$ cat config.mk
export PLATFORM = sky130hd
export DESIGN_NAME = intc_flat
export DESIGN_NICKNAME = d
export VERILOG_FILES = /design/src/rtl/intc_if.sv /design/src/rtl/intc.sv /design/src/flat_wrapper.sv
export SDC_FILE = /design/constraint.sdc
export NUM_CORES = 1
export LEC_CHECK = 0
export CORE_ASPECT_RATIO = 1.4
export CORE_MARGIN = 2
export CORE_UTILIZATION = 46
export CTS_BUF_LIST = sky130_fd_sc_hd__clkbuf_4 sky130_fd_sc_hd__clkbuf_8
export DETAILED_ROUTE_END_ITERATION = 10
export HOLD_SLACK_MARGIN = 0.08
export PLACE_DENSITY = 0.85
export SYNTH_ARGS = -nofsm -noshare
export SYNTH_HDL_FRONTEND = slang
export SYNTH_SLANG_ARGS = --single-unit
export TNS_END_PERCENT = 50
$ cat constraint.sdc
create_clock -name clk -period 2.7 [get_ports clk]
set_input_delay 0.81 -clock clk [delete_from_list [all_inputs] [get_ports clk]]
set_output_delay 0.81 -clock clk [all_outputs]
set_load 0.005 [all_outputs]
$ cat src/rtl/intc_if.sv
// intc_if: interrupt request lines, CPU handshake and register bus for intc.
interface intc_if #(parameter int NSRC = 8);
    logic [NSRC-1:0] irq;
    logic hwint, int_ack, rd, wr;
    logic [1:0] addr;
    logic [31:0] data_in, data_out;
    modport master(output irq, int_ack, rd, wr, addr, data_in, input hwint, data_out);
    modport slave(input irq, int_ack, rd, wr, addr, data_in, output hwint, data_out);
endinterface

$ cat src/rtl/intc.sv
// intc: edge-triggered, fixed-priority interrupt controller with
// memory-mapped PENDING/ENABLE/ACTIVE/EOI registers and a non-nesting handshake.
module intc #(parameter int NSRC = 8) (
    input logic clk,
    input logic rst,
    intc_if.slave bus
);
    typedef enum logic [1:0] {IDLE, REQ, SERVICE} state_t;
    state_t state_q, state_d;
    logic [NSRC-1:0] s1_q, s1_d, s2_q, s2_d, prev_q, prev_d, edge_q, edge_d;
    logic [NSRC-1:0] pending_q, pending_d, enable_q, enable_d, pe, sel, clr;
    logic in_service_q, in_service_d, hwint_q, hwint_d, ack, wr_pend, wr_en, wr_eoi;
    logic [3:0] active_id_q, active_id_d, id;
    always_ff @(posedge clk) begin
        if (!rst) begin
            s1_q <= '0;
            s2_q <= '0;
            prev_q <= '0;
            edge_q <= '0;
            pending_q <= '0;
            enable_q <= '0;
            in_service_q <= 1'b0;
            active_id_q <= '0;
            hwint_q <= 1'b0;
            state_q <= IDLE;
        end else begin
            s1_q <= s1_d;
            s2_q <= s2_d;
            prev_q <= prev_d;
            edge_q <= edge_d;
            pending_q <= pending_d;
            enable_q <= enable_d;
            in_service_q <= in_service_d;
            active_id_q <= active_id_d;
            hwint_q <= hwint_d;
            state_q <= state_d;
        end
    end
    always_comb begin
        s1_d = bus.irq;
        s2_d = s1_q;
        prev_d = s2_q;
        edge_d = s2_q & ~prev_q;
        pe = pending_q & enable_q;
        id = '0;
        sel = '0;
        // Descending scan so the lowest set index is the one left standing.
        for (int i = NSRC - 1; i >= 0; i--) begin
            if (pe[i]) begin
                id = 4'(i);
                sel = '0;
                sel[i] = 1'b1;
            end
        end
        wr_pend = bus.wr && bus.addr == 2'd0;
        wr_en = bus.wr && bus.addr == 2'd1;
        wr_eoi = bus.wr && bus.addr == 2'd3;
        ack = bus.int_ack && state_q == REQ && |pe;
        clr = (wr_pend ? bus.data_in[NSRC-1:0] : '0) | (ack ? sel : '0);
        // A fresh edge outranks any clear landing on the same bit.
        pending_d = (pending_q & ~clr) | edge_q;
        enable_d = wr_en ? bus.data_in[NSRC-1:0] : enable_q;
        in_service_d = ack | (in_service_q & ~wr_eoi);
        active_id_d = ack ? id : active_id_q;
        hwint_d = |pe & ~in_service_q;
        state_d = state_q == IDLE ? (|pe ? REQ : IDLE) :
                  state_q == REQ ? (ack ? SERVICE : |pe ? REQ : IDLE) :
                  wr_eoi ? IDLE : SERVICE;
    end
    assign bus.hwint = hwint_q;
    assign bus.data_out = (!rst || !bus.rd) ? '0 :
                          bus.addr == 2'd0 ? 32'(pending_q) :
                          bus.addr == 2'd1 ? 32'(enable_q) :
                          bus.addr == 2'd2 ? {in_service_q, 27'd0, active_id_q} : '0;
endmodule

$ cat src/flat_wrapper.sv
// flat-port wrapper written by rule: the top's interface ports become plain ports
module intc_flat 
#(parameter int NSRC = 8)
  (clk, rst, bus_irq, bus_int_ack, bus_rd, bus_wr, bus_addr, bus_data_in, bus_hwint, bus_data_out);
  intc_if #(.NSRC(NSRC)) bus_i ();
  input logic clk;
  input logic rst;
  input wire logic [$bits(bus_i.irq)-1:0] bus_irq;
  input wire logic [$bits(bus_i.int_ack)-1:0] bus_int_ack;
  input wire logic [$bits(bus_i.rd)-1:0] bus_rd;
  input wire logic [$bits(bus_i.wr)-1:0] bus_wr;
  input wire logic [$bits(bus_i.addr)-1:0] bus_addr;
  input wire logic [$bits(bus_i.data_in)-1:0] bus_data_in;
  output wire logic [$bits(bus_i.hwint)-1:0] bus_hwint;
  output wire logic [$bits(bus_i.data_out)-1:0] bus_data_out;
  assign bus_i.irq = bus_irq;
  assign bus_i.int_ack = bus_int_ack;
  assign bus_i.rd = bus_rd;
  assign bus_i.wr = bus_wr;
  assign bus_i.addr = bus_addr;
  assign bus_i.data_in = bus_data_in;
  assign bus_hwint = bus_i.hwint;
  assign bus_data_out = bus_i.data_out;
  intc #(.NSRC(NSRC)) u_core (.clk(clk), .rst(rst), .bus(bus_i));
endmodule
==> out/results.tsv, run 1 <==
metric	value	unit
Tmin final	2.66	ns
Max Root-Sink Buffers	2	
Die W	62.7	µm
clk_lat worst skew	0.30	ns
largest net degree at the start of global routing	38	
WHS Endpoint	u_core.edge_q[7]	
crit path max-delay cell type	dlygate4sd2_1	
router iterations before antenna repair	4	
Area Overhead vs Synth	21.4	%
Final Routed Wirelength	4.22	mm
Final WS setup	0.0449	ns
register area share after synthesis	0.496	
final core occ	0.589	
clock sink count	55	
post-cts hold buffer count	0	
vias in the first global route	1665	
#FFs+latches synth	55	
final instance area	2690	µm²
Unique masters post-synth	32	
WL/cell	12.0	µm
Antenna Cells	0	
RSZ-0062 raised after global routing	yes	
fraction of layout cells with a size suffix above 1	0.137	
CP peak stage delay	0.24	ns
grt total ovfl	0	
# port buffers	32	
starting density of the core	0.485	
Die Y	86.2	µm
outcome	complete, no violations	
highest clock rate	377	MHz
Crit Reg-Reg Endpoint	u_core.active_id_q[1]	
Detail Route Antenna Nets	0	
Synth Instances	246	
FILL cells	438	
HP Start	u_core.prev_q[7]	
# setup viols final	0	
first-pass GRT wire length	7.27	mm
die area	5400	µm²
Final HPWL DP	2.95	mm
via density per instance	4.93	
CP cell instances	dlygate4sd2_1 -> buf_6 -> buf_6 -> mux2i_2 -> nor2_1 -> a21oi_2 -> nor2_1 -> buf_2	
Clock Skews	0.0102	ns
Synth Cell Area	2220	µm²
Net count, final	337	
Post-DP Area	2560	µm²
CTS buffer count	5	
H-tree Lvls	2	
Crit path arrival time	1.85	ns
Ports	80	
DR iter-0 viols	101	
Yosys warnings	0	
hold path depth	1	
Startpoint Class	input pin	
via count	1740	
GR Util All Layers	0.170	
Clock transition at path regs	0.10	ns
R2R depth	3	
RePlAce Congestion	0.871	
Hold Path Class	flip-flop to flip-flop	
critical path required time	1.89	ns
Final Hold Vio Count	0	
Remaining DRCs	0	
slew margin rel.	0.501	
Max Cap Violations	0	
Peak VDD IR	0.350	mV
r2r setup slk	0.85	ns
critical path class	input pin to primary output	
CTS tree	yes	
Worst R2R Start	u_core.enable_q[4]	
CP max FO	5	
post-place setup slack	-0.508	ns
critical path endpoint category	primary output	
clock root cell	clkbuf_8	
worst slew pin tran	0.748	ns
Crit path max-delay family	buffers and inverters	
CORE AREA	4570	µm²
LEAKAGE	1.17	nW
FP Rows	29	
max-slew violations	0	
fin crit share	0.983	
CP bufs+invs	4	
initial antenna violation count	0	
Syn Area/Cell	9.02	µm²
Pwr per Cell Area	532	nW/µm²
## cell families (layout without fill, tap and decap cells)
| family | count (synthesis) | in the layout | share of synthesized area |
|---|---|---|---|
| AOI/OAI and AO/OA | 51 | 51 | 0.156 |
| buffers and inverters | 41 | 64 | 0.108 |
| DFF | 55 | 55 | 0.496 |
| muxes | 8 | 8 | 0.0361 |
| other | 1 | 23 | 0.00169 |
| and+or+nand+nor | 90 | 90 | 0.201 |
## Yosys cell counts
| library cell | count | share of area |
|---|---|---|
| inv_1 | 10 | 0.017 |
| o21ai_0 | 8 | 0.018 |
| a41o_2 | 1 | 0.0051 |
| nor2b_1 | 9 | 0.025 |
| nand2_1 | 13 | 0.022 |
| o21a_1 | 7 | 0.024 |
| and3_1 | 1 | 0.0028 |
| a22o_1 | 2 | 0.0079 |
| buf_4 | 23 | 0.078 |
| a311oi_1 | 1 | 0.0039 |
| o311a_1 | 1 | 0.0045 |
| a31oi_1 | 5 | 0.014 |
| a41oi_2 | 1 | 0.0073 |
| nand3_1 | 2 | 0.0045 |
| nand3b_1 | 2 | 0.0068 |
| a41oi_1 | 1 | 0.0039 |
| a221oi_1 | 1 | 0.0039 |
| a222oi_1 | 1 | 0.0045 |
| a32oi_1 | 1 | 0.0039 |
| conb_1 | 1 | 0.0017 |
| o221a_2 | 2 | 0.010 |
| or3b_2 | 1 | 0.0039 |
| clkbuf_1 | 8 | 0.014 |
| dfxtp_1 | 55 | 0.50 |
| a21oi_1 | 17 | 0.038 |
| nor2_1 | 34 | 0.058 |
| nor3_1 | 1 | 0.0023 |
| a22oi_1 | 2 | 0.0068 |
| mux2i_1 | 8 | 0.036 |
| or2_1 | 1 | 0.0028 |
| nand4_1 | 2 | 0.0056 |
| and2_1 | 24 | 0.068 |
## worst max-delay path by stage
stage | from | end | slack [ns] | cells after the start
floorplan | bus_addr[0] | bus_data_out[0] | 0.25 | 5
global placement | rst | bus_data_out[6] | -0.50 | 5
detailed placement | rst | bus_data_out[6] | -0.51 | 5
CTS | bus_addr[0] | bus_data_out[2] | -0.03 | 8
global route | bus_addr[0] | bus_data_out[0] | -0.05 | 8
finish | bus_addr[0] | bus_data_out[0] | 0.04 | 8
## power breakdown
part	total, W	internal [W]	leakage (nW)	switching (W)
Combinational	0.000124	0.0000676	0.672	0.0000568
Sequential	0.000851	0.000836	0.449	0.0000143
Clock	0.000457	0.000188	0.0489	0.000269
## repair_timing
action                                  in CTS  in global routing
gates resized for setup                     27                 12
pin swaps                                    2                  4
buffers inserted                             6                  1
endpoints found under the setup margin       9                  6
## placed cells by master (no fill, tap or decap), drive strengths merged, types with 9 or more instances in the layout
master and count:
dfxtp 55, clkbuf 10, a21oi 17, clkdlybuf4s50 19, nand2 13, buf 16
inv 12, nor2 34, and2 24, conb 23, nor2b 9
## final cells by class
class                   instances  area, µm²  area share
flip-flops and latches         55       1100       0.409
multi-input cells             172        982       0.365
repair buffers                 46        404       0.150
well taps                      62       77.6      0.0288
clock buffers                   5       68.8      0.0255
inverters                      10       37.5      0.0139
clock inverters                 3       22.5     0.00836
## registers in the layout (all words and copies together), names as in the netlist
signal and cells:
u_core.pending_q 8, u_core.bus.hwint 1, u_core.s1_q 8, u_core.state_q 2
u_core.active_id_q 3, u_core.prev_d 8, u_core.edge_q 8, u_core.enable_q 8
u_core.in_service_q 1, u_core.prev_q 8
## routing by layer
metal	vias to the layer above	part of all wire	GRT usage
li1	866	-	-
met1	806	0.39	0.168
met2	61	0.54	0.335
met3	7	0.052	0.0394
met4	0	0.018	0.0687
met5	-	0	0
## stage by stage
step,std cells,hold slack (ns),TNS (ns),total power (W)
2_1_floorplan,268,0.367,0,0.000949
3_3_place_gp,338,0.372,-3.90,0.000980
3_5_place_dp,338,0.374,-4.14,0.000984
4_1_cts,352,0.388,-0.0322,0.00145
5_1_grt,353,0.400,-0.0700,0.00151
6_report,353,0.384,0,0.00143
Note: power is estimated with default switching activity, not from simulation.
==> inputs of run 2 (changes only) <==
--- a/config.mk
+++ b/config.mk
@@ -9,6 +9,7 @@
 export CORE_MARGIN = 2
 export CORE_UTILIZATION = 46
 export CTS_BUF_LIST = sky130_fd_sc_hd__clkbuf_4 sky130_fd_sc_hd__clkbuf_8
+export CTS_CLUSTER_DIAMETER = 30
 export DETAILED_ROUTE_END_ITERATION = 10
 export HOLD_SLACK_MARGIN = 0.08
 export PLACE_DENSITY = 0.85
==> results of run 2 <==
No change in the layout: final DEF, timing and power equal those of run 1.
==> inputs of run 3 (changes only) <==
--- a/config.mk
+++ b/config.mk
@@ -5,14 +5,16 @@
 export SDC_FILE = /design/constraint.sdc
 export NUM_CORES = 1
 export LEC_CHECK = 0
+export CAP_MARGIN = 10
 export CORE_ASPECT_RATIO = 1.4
 export CORE_MARGIN = 2
-export CORE_UTILIZATION = 46
+export CORE_UTILIZATION = 60
 export CTS_BUF_LIST = sky130_fd_sc_hd__clkbuf_4 sky130_fd_sc_hd__clkbuf_8
 export CTS_CLUSTER_DIAMETER = 30
 export DETAILED_ROUTE_END_ITERATION = 10
+export DONT_BUFFER_PORTS = 1
 export HOLD_SLACK_MARGIN = 0.08
-export PLACE_DENSITY = 0.85
+export PLACE_DENSITY = 0.79
 export SYNTH_ARGS = -nofsm -noshare
 export SYNTH_HDL_FRONTEND = slang
 export SYNTH_SLANG_ARGS = --single-unit
==> constraint.sdc (replaced) <==
create_clock -name clk -period 2.7 [get_ports clk]
set_input_delay 0.405 -clock clk [delete_from_list [all_inputs] [get_ports clk]]
set_output_delay 0.405 -clock clk [all_outputs]
set_load 0.005 [all_outputs]
==> run 3 against run 2 <==
Net effect: total power fell by 7.3%; sequential share of layout area grew 8.4 points; critical path depth is 4 lower; hold slack got worse by 0.17 ns; clock power shrank 8.5%; core utilization grew 3.0 points; via count shrank 8.9%; critical path type is now flip-flop to flip-flop.
==> out/results.tsv, run 3 (synthesis results as in run 1) <==
metric	value	unit
outcome	complete, no violations	
GR Util All Layers	0.182	
Post-CTS Resized	0	
grt total ovfl	0	
Clock Skews	0.00965	ns
via count	1585	
via density per instance	5.54	
CP cell instances	a222oi_1 -> buf_4 -> a41oi_2 -> o221a_2	
clock root cell	clkbuf_8	
Hold Path Class	input pin to flip-flop	
overall power	0.00133	W
# setup viols final	0	
clock sink count	55	
worst slew pin tran	0.617	ns
FP Rows	26	
total setup buffers inserted after CTS	0	
critical path required time	2.91	ns
Worst R2R Start	u_core.pending_q[4]	
die area	4210	µm²
Die W	55.4	µm
slew margin rel.	0.588	
Net count, final	292	
DR iter-0 viols	63	
CP max FO	8	
final instance area	2230	µm²
# port buffers	0	
Final HPWL DP	2.62	mm
Final Hold Vio Count	0	
clk_lat worst skew	0.31	ns
Startpoint Class	flip-flop	
setup_tns	0	ns
commonest cells after routing, fill and taps aside	dfxtp_1 (55), nor2_1 (34), and2_1 (24)	
crit path max-delay cell type	a222oi_1	
vias in the first global route	1441	
Peak VDD IR	0.609	mV
CTS tree	yes	
first-pass GRT wire length	5.96	mm
worst setup path startpoint	u_core.pending_q[4]	
CP peak stage delay	0.38	ns
Max Cap Violations	0	
Detail Route Antenna Nets	0	
RePlAce Congestion	0.818	
highest clock rate	614	MHz
Clock transition at path regs	0.09	ns
Pwr per Cell Area	594	nW/µm²
CTS buffer count	5	
post-cts hold buffer count	0	
Tmin final	1.63	ns
Antenna Cells	0	
critical path endpoint category	flip-flop	
Area Overhead vs Synth	0.733	%
Max Root-Sink Buffers	2	
router iterations before antenna repair	4	
largest net degree at the start of global routing	39	
Remaining DRCs	0	
Die Y	75.9	µm
Ports	80	
CORE AREA	3610	µm²
initial antenna violation count	0	
LEAKAGE	0.944	nW
H-tree Lvls	2	
max-slew violations	0	
RSZ-0062 raised after global routing	no	
starting density of the core	0.614	
Post-DP Area	2160	µm²
HP Start	rst	
WL/cell	12.8	µm
critical path class	flip-flop to flip-flop	
fraction of layout cells with a size suffix above 1	0.0492	
fin crit share	0.603	
Crit path arrival time	1.84	ns
Final Routed Wirelength	3.66	mm
commonest non-fill, non-tap cell in the layout	dfxtp_1	
run 3: cell count changes in the layout (fill, tap and decap cells not counted), sizes merged:
cell           previous run  this run
dlygate4sd2               5         0
inv                      12        10
clkdlybuf4s15             1         0
buf                      16         1
clkdlybuf4s50            19         0
clkinv                    1         0
clkbuf                   10         6
run 3: critical path, delay by kind of cell (launching register included):
| kind | cells | cell delay [ns] |
|---|---|---|
| DFF | 1 | 0.34 |
| AOI/OAI and AO/OA | 3 | 0.99 |
| buffers and inverters | 1 | 0.21 |
run 3: cell type report:
cell class / count / area (µm²)
Sequential cell: 55 / 1100
Timing Repair Buffer: 1 / 7.51
Clock buffer: 6 / 76.3
Fill cell: 343 / 1380
Tap cell: 42 / 52.6
Multi-Input combinational cell: 172 / 960
Inverter: 10 / 37.5
run 3: power by group:
part | internal [W] | total (W) | leakage (nW) | switching (W)
clock | 0.000183 | 0.000418 | 0.0406 | 0.000234
sequential | 0.000836 | 0.000850 | 0.449 | 0.0000138
combinational | 0.0000252 | 0.0000594 | 0.455 | 0.0000342
total | 0.00104 | 0.00133 | 0.944 | 0.000282
run 3: routing by layer:
layer | vias up | global-route usage | wire (µm)
li1 | 774 | - | -
met3 | 10 | 0.0666 | 253
met1 | 746 | 0.179 | 1430
met4 | 0 | 0.117 | 112
met5 | - | 0 | 0
met2 | 55 | 0.313 | 1860
run 3: per-stage QoR:
| stage | cells | util | setup slack (ns) | hold slack [ns] |
|---|---|---|---|---|
| floorplan | 268 | - | 1.06 | 0.367 |
| global placement | 280 | 0.598 | 1.12 | 0.371 |
| finish | 286 | 0.619 | 1.07 | 0.211 |
| CTS | 286 | 0.619 | 1.09 | 0.203 |
| detailed placement | 280 | 0.598 | 1.09 | 0.373 |
| global route | 286 | 0.619 | 0.951 | 0.193 |
run 3: worst paths after layout:
path / slack [ns] / cells after the start / end
worst max-delay path: 1.07 / 4 / u_core.active_id_q[1]
worst max register to register: 1.07 / 4 / u_core.active_id_q[1]
worst min register to register: 0.37 / 1 / u_core.edge_q[1]
worst min-delay path: 0.21 / 1 / u_core.pending_q[0]
